--- src/rtl/arbiter_pkg.sv ---
// Shared types and helpers for the N-requester round-robin / fixed-priority arbiter.
package arbiter_pkg;

  // Arbiter FSM: no owner, or one requester currently owns the resource.
  typedef enum logic {
    ST_IDLE  = 1'b0,
    ST_GRANT = 1'b1
  } state_t;

  // Values of the prio_mode input.
  localparam logic PRIO_RR    = 1'b0;
  localparam logic PRIO_FIXED = 1'b1;

  // Index of the set bit in a one-hot vector of up to 16 bits (0 when empty).
  function automatic logic [3:0] onehot_to_idx(input logic [15:0] onehot);
    logic [3:0] idx;
    idx = '0;
    for (int i = 0; i < 16; i++) begin
      if (onehot[i]) begin
        idx = idx | 4'(i);
      end
    end
    return idx;
  endfunction

endpackage

--- src/rtl/arbiter_rr_pick.sv ---
// Combinational winner selection: lowest set index (fixed priority) or the first
// set index after rr_ptr, wrapping modulo NUM_REQ (round-robin).
module arbiter_rr_pick
  import arbiter_pkg::*;
#(
  parameter int NUM_REQ = 4,
  localparam int ID_W = $clog2(NUM_REQ)
) (
  input  logic [NUM_REQ-1:0] candidates,
  input  logic [ID_W-1:0]    rr_ptr,
  input  logic               prio_mode,
  output logic [NUM_REQ-1:0] winner,
  output logic [ID_W-1:0]    winner_idx
);

  logic [ID_W-1:0] sel;
  logic            hit;
  int              scan_pos;
  logic [15:0]     winner_wide;
  logic [3:0]      idx_wide;

  // Scan in reverse priority order so the highest-priority candidate is written last.
  always_comb begin
    sel      = '0;
    hit      = 1'b0;
    scan_pos = 0;
    if (prio_mode == PRIO_FIXED) begin
      for (int i = NUM_REQ - 1; i >= 0; i--) begin
        if (candidates[i]) begin
          sel = ID_W'(i);
          hit = 1'b1;
        end
      end
    end else begin
      for (int k = NUM_REQ; k >= 1; k--) begin
        scan_pos = (int'(rr_ptr) + k) % NUM_REQ;
        if (candidates[scan_pos[ID_W-1:0]]) begin
          sel = scan_pos[ID_W-1:0];
          hit = 1'b1;
        end
      end
    end
  end

  // Decode the selected index into the one-hot winner vector.
  for (genvar gi = 0; gi < NUM_REQ; gi++) begin : g_winner
    assign winner[gi] = hit && (sel == ID_W'(gi));
  end

  // Widen the winner so the shared 16-bit helper can encode it.
  always_comb begin
    winner_wide                = '0;
    winner_wide[NUM_REQ-1:0]   = winner;
  end

  assign idx_wide   = onehot_to_idx(winner_wide);
  assign winner_idx = idx_wide[ID_W-1:0];

endmodule

--- src/rtl/arbiter_rr_n.sv ---
// N-requester arbiter with registered one-hot grant, round-robin or fixed priority,
// grant holding while the owner requests, and a MAX_HOLD revocation when others wait.
module arbiter_rr_n
  import arbiter_pkg::*;
#(
  parameter int NUM_REQ  = 4,
  parameter int MAX_HOLD = 16,
  localparam int ID_W = $clog2(NUM_REQ)
) (
  input  logic               clk,
  input  logic               reset,
  input  logic [NUM_REQ-1:0] req,
  input  logic               prio_mode,
  output logic [NUM_REQ-1:0] gnt,
  output logic               gnt_valid,
  output logic [ID_W-1:0]    gnt_id,
  output logic               timeout
);

  // With MAX_HOLD=0 the counter is never compared, so a 1-bit saturating counter suffices.
  localparam int HOLD_W   = (MAX_HOLD < 1) ? 1 : $clog2(MAX_HOLD + 1);
  localparam int HOLD_SAT = (MAX_HOLD < 1) ? 1 : MAX_HOLD;
  localparam logic [HOLD_W-1:0] HOLD_LIM = HOLD_W'(HOLD_SAT);

  state_t              state_reg, state_next;
  logic [NUM_REQ-1:0]  gnt_reg, gnt_next;
  logic                gnt_valid_reg, gnt_valid_next;
  logic [ID_W-1:0]     gnt_id_reg, gnt_id_next;
  logic [HOLD_W-1:0]   hold_cnt_reg, hold_cnt_next;
  logic [ID_W-1:0]     rr_ptr_reg, rr_ptr_next;

  logic                owner_req;
  logic [NUM_REQ-1:0]  others;
  logic                rel_drop;
  logic                rel_timeout;
  logic [NUM_REQ-1:0]  candidates;
  logic [NUM_REQ-1:0]  win;
  logic [ID_W-1:0]     win_idx;

  assign owner_req   = |(req & gnt_reg);
  assign others      = req & ~gnt_reg;
  assign rel_drop    = (state_reg == ST_GRANT) && !owner_req;
  assign rel_timeout = (MAX_HOLD != 0) && (state_reg == ST_GRANT) && owner_req &&
                       (hold_cnt_reg == HOLD_LIM) && (|others);

  // Candidate set at an arbitration point; the owner is excluded on a forced revocation.
  always_comb begin
    candidates = '0;
    if (state_reg == ST_IDLE || rel_drop) begin
      candidates = req;
    end else if (rel_timeout) begin
      candidates = others;
    end
  end

  arbiter_rr_pick #(
    .NUM_REQ(NUM_REQ)
  ) u_pick (
    .candidates(candidates),
    .rr_ptr    (rr_ptr_reg),
    .prio_mode (prio_mode),
    .winner    (win),
    .winner_idx(win_idx)
  );

  // Next-state and next-output logic: re-arbitrate at release points, otherwise hold.
  always_comb begin
    state_next     = state_reg;
    gnt_next       = gnt_reg;
    gnt_valid_next = gnt_valid_reg;
    gnt_id_next    = gnt_id_reg;
    hold_cnt_next  = hold_cnt_reg;
    rr_ptr_next    = rr_ptr_reg;
    if (state_reg == ST_IDLE || rel_drop || rel_timeout) begin
      if (|win) begin
        state_next     = ST_GRANT;
        gnt_next       = win;
        gnt_valid_next = 1'b1;
        gnt_id_next    = win_idx;
        hold_cnt_next  = HOLD_W'(1);
        rr_ptr_next    = win_idx;
      end else begin
        state_next     = ST_IDLE;
        gnt_next       = '0;
        gnt_valid_next = 1'b0;
        gnt_id_next    = '0;
        hold_cnt_next  = '0;
      end
    end else if (hold_cnt_reg != HOLD_LIM) begin
      hold_cnt_next = hold_cnt_reg + HOLD_W'(1);
    end
  end

  // State and output registers; reset puts req[0] at the head of the round-robin order.
  always_ff @(posedge clk) begin
    if (reset) begin
      state_reg     <= ST_IDLE;
      gnt_reg       <= '0;
      gnt_valid_reg <= 1'b0;
      gnt_id_reg    <= '0;
      hold_cnt_reg  <= '0;
      rr_ptr_reg    <= ID_W'(NUM_REQ - 1);
    end else begin
      state_reg     <= state_next;
      gnt_reg       <= gnt_next;
      gnt_valid_reg <= gnt_valid_next;
      gnt_id_reg    <= gnt_id_next;
      hold_cnt_reg  <= hold_cnt_next;
      rr_ptr_reg    <= rr_ptr_next;
    end
  end

  assign gnt       = gnt_reg;
  assign gnt_valid = gnt_valid_reg;
  assign gnt_id    = gnt_id_reg;
  // Revocation pulse is visible during the cycle it takes effect; reset cancels it.
  assign timeout   = rel_timeout && !reset;

endmodule

--- config.mk ---
export PLATFORM = sky130hd
export DESIGN_NAME = arbiter_rr_n
export DESIGN_NICKNAME = d
export VERILOG_FILES = /design/src/rtl/arbiter_pkg.sv /design/src/rtl/arbiter_rr_pick.sv /design/src/rtl/arbiter_rr_n.sv
export SDC_FILE = /design/constraint.sdc
export NUM_CORES = 1
export LEC_CHECK = 0
export CELL_PAD_IN_SITES_DETAIL_PLACEMENT = 1
export CELL_PAD_IN_SITES_GLOBAL_PLACEMENT = 2
export CORE_MARGIN = 2
export CORE_UTILIZATION = 29
export DETAILED_ROUTE_END_ITERATION = 12
export HOLD_SLACK_MARGIN = 0.02
export PLACE_DENSITY = 0.82
export SLEW_MARGIN = 20
export SYNTH_ARGS = -nofsm -noshare
export SYNTH_HDL_FRONTEND = slang
export SYNTH_HIERARCHICAL = 1
export SYNTH_SLANG_ARGS = --single-unit
--- constraint.sdc ---
create_clock -name clk -period 3.8 [get_ports clk]
set_input_delay 0.57 -clock clk [delete_from_list [all_inputs] [get_ports clk]]
set_output_delay 0.57 -clock clk [all_outputs]
set_load 0.02 [all_outputs]
==> impl_results.md <==
* Outcome: finished clean
* Max-slew violation count at 0
* Setup slack after placement at 0.2231 ns
* Total Wirelength at 2291 um
* Number of resized instances in the post-cts repair step at 0
* Core Area at 0.002758 sq mm
* Library cell used as clock root buffer: sky130_fd_sc_hd__clkbuf_4
* Vias in the first global route at 828
* Residual DRC count at 0
* Number of unique standard cell types used by synthesis at 37
* Clock tree from TritonCTS: built
* Clock-pin slew reported for the worst setup and hold paths after clock tree synthesis at 0.09 ns
* Category of cells accounting for the largest share of critical-path delay: simple AND/OR/NAND/NOR gates
* Static leakage at 0.4032 nW
* GP Congestion at 0.7826
* Maximum clock insertion buffer count at 2
* Synth-to-Final Area Change at 28.38%
* Net count of the mapped netlist at 113
* Worst ir drop on vdd at 0.2510 mV
* Global route overflow at 0
* Most area-hungry cell type in the Yosys netlist: sky130_fd_sc_hd__dfxtp_1
* Power density over the cells at 587.5 mW/mm^2
* H-tree depth reported by CTS at 1
* Final standard cell utilization of the core at 39.20%
* Final Hold Viols at 0
* First-pass GRT wire length at 3884 um
* Total of warnings raised by yosys at 6
* Share of flip-flops with an asynchronous set or reset at 0%
* Highest-delay cell along the critical path: sky130_fd_sc_hd__clkdlybuf4s50_1
* Port Buffer Count at 14
* Final setup violation count at 0
* Count of flip-flops with a built-in enable after synthesis at 0
* Flip-flop count of the largest register, all copies and words added at 5
* TritonCTS Buffers at 3
* Period minus WS final at 3.297 ns
* Largest fanout on the critical path at 5
* Average cell area after synthesis at 8.097 sq um
* Total vias in the final route at 852
* Instance count of the mapped netlist at 104
* Worst hold path type: reg2reg
* Ordered list of cells on the worst path: clkdlybuf4s50_1 > a22o_1 > o21a_1 > nand2_2 > and3_1 > or3b_1 > a21oi_2 > o22ai_2 > and2_2 > nor4_1 > buf_4 > nor2b_1 > a221o_1
* Slew of the pin with the lowest slew margin at 0.5563 ns
* Fraction of layout instances using a drive strength above 1 at 12.10%
* Antenna violations before repair at 0
* Global-route usage over all layers at 15.05%
* Share of the cycle needed by the critical path after routing at 86.77%
* Maximum number of pins on one net before global-route repair at 16
* Layout Nets at 134
* Number of core rows at 19
* Initial DRT Pass Iterations at 4
* Count of maximum capacitance violations at 0
* Wire length per cell at 14.78 um
* Hold slack final at 0.4710 ns
* Overall die area at 0.003351 sq mm
* Width of the die at 57.89 um
* Top cells by area, synth: sky130_fd_sc_hd__dfxtp_1 33%, sky130_fd_sc_hd__a21oi_1 5.9%, sky130_fd_sc_hd__nand3_1 5.3%, sky130_fd_sc_hd__o21ai_0 4.2%, sky130_fd_sc_hd__nand2b_1 3.7%
* Count of routing violations after the opening detailed-route iteration at 26
* Most used flip-flop cell after synthesis: sky130_fd_sc_hd__dfxtp_1
* Initial Utilization at 30.54%
* Sort of element at the end of the critical path: flip-flop
* Total of hold buffers inserted after clock tree synthesis at 0
* Diode count at 0
* Post-DR vias/cell at 5.497
* Final standard cell count with taps included and fillers excluded at 155
* Fill cells at 339
* Number of nets with antenna violations after detailed routing at 0
* Critical Path RT at 3.97 ns
* Unrepaired setup endpoints after global routing: no
* Crit start category: input pin
* Kind of critical path: in2reg
* Buffers & Inverters on Critical Path at 2
* CTS sink count at 14
* Worst Path Arrival at 3.47 ns
* Worst relative slew slack at 62.80%
* Least setup slack across all paths after layout at 0.5028 ns
* Number of synthesized register bits at 14
* Clock Skew at 0.002981 ns
* Area of the mapped netlist at 842.1 sq um
* Final-layout setup total negative slack at 0 ns
* Total I/O pin count at 15
* Slowest cell delay on critical path at 0.45 ns
* Setup Fix Bufs, Post-CTS at 0
* Synth top area share at 33.28%
* Most frequent cells in the layout: 14 x sky130_fd_sc_hd__dfxtp_1, 14 x sky130_fd_sc_hd__clkdlybuf4s50_1, 10 x sky130_fd_sc_hd__a21oi_1
* Final HPWL from detailed placement at 1729 um
* Sequential-to-total area share from yosys stat at 33.28%
* Maximum frequency from static timing analysis at 303.3 MHz
* Die Height at 57.89 um
* # placed instances at 151
* Clock latency reported for the late side of the worst-skew pair at 0.28 ns
[where the power goes]
group / switching (mW) / internal [mW] / leakage, nW
logic: 0.153 / 0.149 / 0.267
clock network: 0.0490 / 0.0582 / 0.0210
registers: 0.0417 / 0.183 / 0.115
[stage by stage]
step / instance area (sq um) / power, mW
after global routing: 1081 / 0.6841
final: 1081 / 0.6351
after detailed placement: 1045 / 0.5301
after global placement: 1045 / 0.5220
after CTS: 1081 / 0.6402
after floorplan: 842.1 / 0.4133
[cell type report]
cell class / count / area, sq um / area share, %
repair buffers: 20 / 185.2 / 17.13
flip-flops and latches: 14 / 280.3 / 25.93
well taps: 31 / 38.79 / 3.588
inverters: 4 / 15.01 / 1.389
multi-input cells: 82 / 525.5 / 48.61
clock buffers: 4 / 36.28 / 3.356
[worst min-delay path: cells and delay by family, from the launching register on]
kind            cells  cell delay, ns
flops               1            0.32
simple gates        1            0.06
compound gates      1            0.05
[cell usage after synthesis, types with 2 or more instances]
cell and count:
sky130_fd_sc_hd__a21oi_1 10, sky130_fd_sc_hd__a221o_1 2, sky130_fd_sc_hd__a22o_1 2, sky130_fd_sc_hd__and3_1 2, sky130_fd_sc_hd__buf_2 2, sky130_fd_sc_hd__dfxtp_1 14, sky130_fd_sc_hd__ha_1 2, sky130_fd_sc_hd__inv_1 4
sky130_fd_sc_hd__nand2_1 3, sky130_fd_sc_hd__nand2b_1 5, sky130_fd_sc_hd__nand3_1 9, sky130_fd_sc_hd__nor2_1 8, sky130_fd_sc_hd__nor2b_1 4, sky130_fd_sc_hd__nor3_1 5, sky130_fd_sc_hd__o21a_1 3, sky130_fd_sc_hd__o21ai_0 7
sky130_fd_sc_hd__xor2_1 2
[layer usage]
| metal | track usage (%) | wire (um) | share of wire, % | vias to the layer above |
|---|---|---|---|---|
| met5 | 0 | 0 | 0 | - |
| met4 | 8.638 | 65 | 2.8 | 0 |
| met3 | 2.009 | 97 | 4.2 | 6 |
| met2 | 23.70 | 980 | 43 | 24 |
| met1 | 19.70 | 1146 | 50 | 403 |
| li1 | - | - | - | 419 |
[worst paths after layout]
kind                            cells after the start            end            start  slack, ns
worst max register to register                     14  rr_ptr_reg[1]  hold_cnt_reg[0]       0.73
worst min register to register                      2      gnt_id[1]        gnt_id[1]       0.47
worst min-delay path                                2      gnt_id[1]        gnt_id[1]       0.47
worst max-delay path                               13  rr_ptr_reg[1]           req[0]       0.50
[logic make-up (layout without fill, tap and decap cells)]
kind of cell / Yosys count / in the layout / share of synthesized area, %
and+or+nand+nor: 42 / 42 / 27.19
muxes: 2 / 2 / 2.526
xor gates and xnor gates: 3 / 3 / 3.121
buffers and inverters: 8 / 28 / 4.308
adders and majority gates: 2 / 2 / 2.971
AOI/OAI and AO/OA: 33 / 33 / 26.60
DFF: 14 / 14 / 33.28
(Power assumes the default switching activity.)
